$ cat src/rtl/uart_char_tx.sv
// uart_char_tx: 8N1 UART serializer for a character stream, with optional LF -> CR LF expansion
//   clk        : system clock, rising edge
//   reset      : asynchronous active-high reset
//   char_in    : character byte from upstream
//   char_valid : char_in holds a character to send
//   char_ready : block accepts a character this cycle
//   crlf_en    : expand LF into CR LF, sampled at accept
//   tx         : UART serial line, idle high, registered
//   busy       : a character (one or two frames) is in flight
//   frame_done : one-cycle pulse in the last cycle of each stop bit
module uart_char_tx #(
   parameter int CLK_DIV = 16
) (
   input  logic       clk,
   input  logic       reset,
   input  logic [7:0] char_in,
   input  logic       char_valid,
   output logic       char_ready,
   input  logic       crlf_en,
   output logic       tx,
   output logic       busy,
   output logic       frame_done
);
   localparam int CW = $clog2(CLK_DIV);
   localparam logic [CW-1:0] CNT_MAX = CW'(CLK_DIV - 1);
   typedef enum logic [2:0] {IDLE, START, DATA, STOP, IDLE_INT} state_t;
   state_t        state_q, state_d;
   logic [CW-1:0] cnt_q, cnt_d;
   logic [2:0]    idx_q, idx_d;
   logic [7:0]    shift_q, shift_d;
   logic          lf_pend_q, lf_pend_d;
   logic          tx_q, tx_d;
   logic          bit_end, accept, is_lf;
   assign bit_end    = cnt_q == CNT_MAX;
   assign char_ready = state_q == IDLE && !reset;
   assign accept     = char_valid && char_ready;
   assign is_lf      = crlf_en && char_in == 8'h0A;
   assign busy       = state_q != IDLE;
   assign frame_done = state_q == STOP && bit_end;
   assign tx         = tx_q;
   always_comb begin
      state_d   = state_q;
      idx_d     = idx_q;
      shift_d   = shift_q;
      lf_pend_d = lf_pend_q;
      case (state_q)
         IDLE: if (accept) begin
            state_d   = START;
            shift_d   = is_lf ? 8'h0D : char_in;
            lf_pend_d = is_lf;
            idx_d     = '0;
         end
         START: if (bit_end) state_d = DATA;
         DATA: if (bit_end) begin
            shift_d = shift_q >> 1;
            idx_d   = idx_q + 1'b1;
            if (idx_q == 3'd7) state_d = STOP;
         end
         STOP: if (bit_end) begin
            state_d = lf_pend_q ? IDLE_INT : IDLE;
            if (lf_pend_q) begin
               shift_d   = 8'h0A;
               lf_pend_d = 1'b0;
            end
         end
         IDLE_INT: state_d = START;
         default:  state_d = IDLE;
      endcase
      // counter restarts on every state change so bit timing never drifts
      cnt_d = (state_d != state_q || bit_end || state_q == IDLE) ? '0 : cnt_q + 1'b1;
      // tx is registered from the next-cycle state so the line is glitch-free
      tx_d  = state_d == START ? 1'b0 : state_d == DATA ? shift_d[0] : 1'b1;
   end
   always_ff @(posedge clk or posedge reset) begin
      if (reset) begin
         state_q   <= IDLE;
         cnt_q     <= '0;
         idx_q     <= '0;
         shift_q   <= '0;
         lf_pend_q <= 1'b0;
         tx_q      <= 1'b1;
      end else begin
         state_q   <= state_d;
         cnt_q     <= cnt_d;
         idx_q     <= idx_d;
         shift_q   <= shift_d;
         lf_pend_q <= lf_pend_d;
         tx_q      <= tx_d;
      end
   end
endmodule
$ cat config.mk
export PLATFORM = sky130hd
export DESIGN_NAME = uart_char_tx
export DESIGN_NICKNAME = d
export VERILOG_FILES = /design/src/rtl/uart_char_tx.sv
export SDC_FILE = /design/constraint.sdc
export NUM_CORES = 1
export LEC_CHECK = 0
export ABC_AREA = 0
export CORE_MARGIN = 5
export CORE_UTILIZATION = 56
export DETAILED_ROUTE_END_ITERATION = 12
export PLACE_DENSITY = 0.81
export SKIP_CTS_REPAIR_TIMING = 1
export SLEW_MARGIN = 40
export SYNTH_ARGS = -nofsm -noshare
export SYNTH_HDL_FRONTEND = slang
export SYNTH_SLANG_ARGS = --single-unit
$ cat constraint.sdc
create_clock -name clk -period 3.4 [get_ports clk]
set_clock_uncertainty 0.1 [all_clocks]
set_input_delay 0.34 -clock clk [delete_from_list [all_inputs] [get_ports clk]]
set_output_delay 0.34 -clock clk [all_outputs]
set_load 0.1 [all_outputs]
==> results.cfg, run 1 <==
[clock_network]
cts_tree = yes
h-tree-depth = 1
numCtsBuffers = 3
cts.sinks = 20
insertion_delay_ns = 0.29
cts_buffer_depth = 2
clkSlewWorstSetupHoldPaths_ns = 0.10
cts_root_buf = clkbuf_4

[critical_path]
worstPathArrival_ns = 1.82
crit_fanout = 4
critical_path_required_ns = 2.96
critical_path_class = reg2out
end_kind = output pin
worst_setup_path_start_kind = register

[sta]
period_share = 0.6657
setup_viol = 0
min_period_ns = 2.263
relSlewSlack = 0.6096
fmaxAchievable_mhz = 441.8
fin_setup_tns_ns = 0
hold_viol = 0
rsz0062_at_grt = false
worstMarginPinSlew_ns = 0.5824
drv_slew = 0

[floorplan]
start_util = 0.6014
core_sq_um = 1745
fp.dieH_um = 53.30
rows = 15
ios = 16
die_w_um = 53.30
die_area_sq_um = 2840

[yosys]
synth_fa_ha_area_frac = 0.03576
synth_area_leader_cell = dfrtp_1
synth_enable_flop_cells = 0
synthMuxAreaShare = 0.02026
synth_area_leaders = dfrtp_1, a22o_1, ha_1, a21o_1, nor2_1
yosys.cell_types.count = 41
synth-simple-area-share = 0.2157
syn_area_per_cell_sq_um = 11.17
synth_area_sq_um = 1050
synth.most_common_cell = dfrtp_1
ys_seq_area_frac = 0.4779
synth_nets = 109
yosysTopAreaCellShare = 0.4529
syn_inst = 94
synth_top_family_by_area = simple AND/OR/NAND/NOR gates
async_flop_share = 1.000
yosys_register_bits = 20
synth_ff_type = dfrtp_1
synth-compound-area-share = 0.1931
synth_warnings = 0
synth_common_cells = dfrtp_1, nor2_1, a22o_1, nand2_1, a21o_1
synth_xor_area_frac = 0.02503

[route]
vias = 776
wire_per_inst_um = 14.57
first_iter_violations = 14
via_per_inst = 5.706
routed_wl_mm = 1.982
firstDrtPassIters = 4
drtAntennaViolNets = 0
drc = 0

[global_route]
grt_use_total = 0.1730
grt_max_degree = 22
antenna_found_initial = 0
grt_first_pass_wirelength_mm = 3.519
first_global_vias = 772
grt.overflow.total = 0

[power]
leakage_uw = 0.0005730
vdd_drop_max_v = 0.0002730
p_per_area_nw_per_um2 = 330.6

[final_layout]
synthToLayoutAreaGrowth_pct = 17.52
finalNonFillerCells = 136
fillers = 127
nNetsFinal = 127
diodes = 0
drive_gt1_frac = 0.1532

[placed_design]
numPortBuffers = 15
place_inst = 132
hpwl_mm = 1.542
place_congestion = 0.8573

[min_path]
hold_path.class = reg2reg

[outcome]
status = finished, final reports clean

[run]
maxCapViolCount = 0
-- critical path: stages (launching register included) --
cell,delay (ns)
dfrtp_1,0.39
ha_1,0.23
and3_1,0.22
nand2_1,0.12
nor2_1,0.23
buf_4,0.34
-- through the flow --
| stage | hold slack [ns] | area [sq um] | setup slack, ns | util | total power [uW] |
|---|---|---|---|---|---|
| finish | 0.3857 | 1234 | 1.137 | 0.7068 | 407.9 |
| global route | 0.4208 | 1234 | 0.9462 | 0.7068 | 429.0 |
| CTS | 0.3837 | 1234 | 1.112 | 0.7068 | 413.9 |
| detailed placement | 0.3661 | 1197 | 1.266 | 0.6860 | 278.8 |
| global placement | 0.3480 | 1207 | 1.128 | 0.6918 | 279.0 |
| floorplan | 0.2115 | 1050 | 0.6328 | - | 260.5 |
-- cells by family after synthesis --
family                   after synthesis
AO/OA/AOI/OAI                         26
AND/OR/NAND/NOR                       35
XOR/XNOR                               3
adder cells (fa/ha/maj)                3
buffers and inverters                  5
flip-flops                            20
multiplexers                           2
-- worst paths after layout --
| check | startpoint | endpoint | slack (ns) | depth (start not counted) |
|---|---|---|---|---|
| hold reg to reg | cnt_q[0] | cnt_q[0] | 0.39 | 1 |
| setup reg to reg | state_q[2] | tx | 1.28 | 4 |
| hold / removal | cnt_q[0] | cnt_q[0] | 0.39 | 1 |
| setup / recovery | cnt_q[0] | frame_done | 1.14 | 5 |
| max in group asynchronous | reset | tx | 2.54 | 3 |
| min in group asynchronous | reset | shift_q[0] | 0.40 | 3 |
-- where the power goes --
| part | internal [uW] | switching, uW | total [uW] |
|---|---|---|---|
| Sequential | 241 | 1.55 | 243 |
| Clock | 65.2 | 68.4 | 134 |
| Combinational | 16.9 | 14.5 | 31.4 |
| Total | 323 | 84.5 | 408 |
-- state kept, by name (all words and copies together), names as in the netlist --
signal and cells:
lf_pend_q 1, shift_q 8, tx 1, cnt_q 4, state_q 3, idx_q 3
-- metal layers --
metal | part of all wire | GRT usage | vias up
met3 | 0.033 | 0.04225 | 4
met1 | 0.46 | 0.2244 | 377
met4 | 0.012 | 0.08085 | 0
met2 | 0.50 | 0.2673 | 14
li1 | - | - | 381
met5 | 0 | 0 | -
-- area by class of cell --
type	instances	area [sq um]	share of cell area
Sequential cell	20	501.7	0.4067
Tap cell	25	31.28	0.02536
Clock buffer	4	36.28	0.02941
Timing Repair Buffer	16	142.6	0.1156
Inverter	2	7.507	0.006085
Multi-Input combinational cell	69	514.2	0.4168
-- cell usage in the layout, fill, tap and decap left out, types with 3 or more instances in the layout --
master / n
nor2_1: 8
clkdlybuf4s50_1: 11
dfrtp_1: 19
ha_1: 3
a21o_1: 4
a22o_1: 7
nand2_1: 6
buf_4: 3
clkbuf_4: 3
Note: power is estimated with default switching activity, not from simulation.
==> inputs of run 2 (changes only) <==
--- a/config.mk
+++ b/config.mk
@@ -7,9 +7,9 @@
 export LEC_CHECK = 0
 export ABC_AREA = 0
 export CORE_MARGIN = 5
-export CORE_UTILIZATION = 56
+export CORE_UTILIZATION = 52
 export DETAILED_ROUTE_END_ITERATION = 12
-export PLACE_DENSITY = 0.81
+export PLACE_DENSITY = 0.76
 export SKIP_CTS_REPAIR_TIMING = 1
 export SLEW_MARGIN = 40
 export SYNTH_ARGS = -nofsm -noshare
==> constraint.sdc (replaced) <==
create_clock -name clk -period 2.2 [get_ports clk]
set_clock_uncertainty 0.1 [all_clocks]
set_input_delay 0.22 -clock clk [delete_from_list [all_inputs] [get_ports clk]]
set_output_delay 0.22 -clock clk [all_outputs]
set_load 0.1 [all_outputs]
==> results.cfg, run 2 (synthesis results as in run 1) <==
[outcome]
status = finished, final reports clean

[sta]
setup_viol = 0
fmaxAchievable_mhz = 503.0
drv_slew = 0
worstMarginPinSlew_ns = 0.4497
rsz0062_at_grt = false
fin_setup_tns_ns = 0
min_period_ns = 1.988
relSlewSlack = 0.6970
fin_ws_ns = 0.2121
period_share = 0.9036
hold_viol = 0

[floorplan]
core_sq_um = 1942
ios = 16
rows = 16
start_util = 0.5406
die_area_sq_um = 3017
fp.dieH_um = 54.93
die_w_um = 54.93

[global_route]
grt_use_total = 0.1595
grt_max_degree = 21
antenna_found_initial = 0
grt_first_pass_wirelength_mm = 3.401
grt.overflow.total = 0
first_global_vias = 805

[route]
first_iter_violations = 17
drtAntennaViolNets = 0
routed_wl_mm = 1.975
drc = 0
vias = 792
wire_per_inst_um = 13.81
via_per_inst = 5.538
firstDrtPassIters = 4

[critical_path]
critical_path_class = reg2out
worst_setup_path_start_kind = register
path_delay_family = simple AND/OR/NAND/NOR gates
end_kind = output pin
critical_path_required_ns = 1.88
max_stage_delay_ns = 0.39
critPathSlowestCell = dfrtp_1
worstPathArrival_ns = 1.67
path_cells = ha_1 -> and3_1 -> nand2_1 -> nor2_2 -> buf_12
cp_num_buf_inv = 1
crit_fanout = 4

[clock_network]
cts_buffer_depth = 2
cts_tree = yes
insertion_delay_ns = 0.30
numCtsBuffers = 3
cts_root_buf = clkbuf_4
h-tree-depth = 1
clkSlewWorstSetupHoldPaths_ns = 0.11
cts.sinks = 20

[run]
maxCapViolCount = 0

[power]
leakage_uw = 0.0006054
p_per_area_nw_per_um2 = 484.9
vdd_drop_max_v = 0.0004118

[final_layout]
drive_gt1_frac = 0.2069
nNetsFinal = 132
final_common_cell = dfrtp_1
largest_register = shift_q
synthToLayoutAreaGrowth_pct = 24.67
largest_register_ffs = 8
diodes = 0
layout_common_cells = dfrtp_1, clkdlybuf4s50_1, buf_4, a22o_1
largestRegisters = shift_q: 8 flops, cnt_q: 4 flops
final_cell_area_sq_um = 1309

[placed_design]
place_ws_ns = 0.2315
postPlaceCellArea_sq_um = 1272
place_congestion = 0.8010
numPortBuffers = 15
hpwl_mm = 1.539

[min_path]
hold_path.class = in2async
==> run 2: cell type report <==
| class | instances | area [sq um] |
|---|---|---|
| tap | 27 | 33.78 |
| fill | 147 | 633.1 |
| sequential | 20 | 501.7 |
| clock buffer | 4 | 36.28 |
| inverter | 2 | 7.507 |
| multi-input combinational | 69 | 519.2 |
| timing repair buffer | 21 | 210.2 |
==> run 2: layer usage <==
layer / GRT usage / part of all wire / vias up
met3: 0.03217 / 0.050 / 2
met4: 0.07692 / 0.0066 / 0
met1: 0.2124 / 0.46 / 383
met2: 0.2480 / 0.48 / 18
li1: - / - / 389
met5: 0 / 0 / -
==> run 2: worst paths after layout <==
kind / end / slack, ns / cells past startpoint / from
worst max-delay path: frame_done / 0.21 / 5 / cnt_q[0]
worst max register to register: tx / 0.33 / 5 / cnt_q[0]
min in group clk: cnt_q[0] / 0.38 / 1 / cnt_q[0]
worst min-delay path: state_q[2] / 0.32 / 3 / reset
max in group asynchronous: tx / 1.42 / 3 / reset
worst min register to register: cnt_q[0] / 0.38 / 1 / cnt_q[0]
==> run 2: worst min-delay path, cell delays in order <==
cell,delay (ns)
clkdlybuf4s50_1,0.50
inv_1,0.11
buf_4,0.27
==> run 2: per-stage QoR <==
step / utilization / instances / hold WS (ns) / total power [uW]
2_1_floorplan: - / 94 / 0.09150 / 402.6
3_3_place_gp: 0.6553 / 139 / 0.3462 / 431.2
6_report: 0.6740 / 143 / 0.3160 / 634.6
5_1_grt: 0.6740 / 143 / 0.3635 / 660.0
4_1_cts: 0.6740 / 143 / 0.3200 / 639.9
3_5_place_dp: 0.6553 / 139 / 0.3637 / 431.9
==> run 2: power by group <==
| group | switching [uW] | internal (uW) | total [uW] | leakage (uW) |
|---|---|---|---|---|
| combinational | 22.6 | 26.5 | 49.0 | 0.000326 |
| sequential | 2.48 | 373 | 375 | 0.000258 |
| clock | 109 | 101 | 210 | 0.0000210 |
| total | 134 | 500 | 635 | 0.000605 |
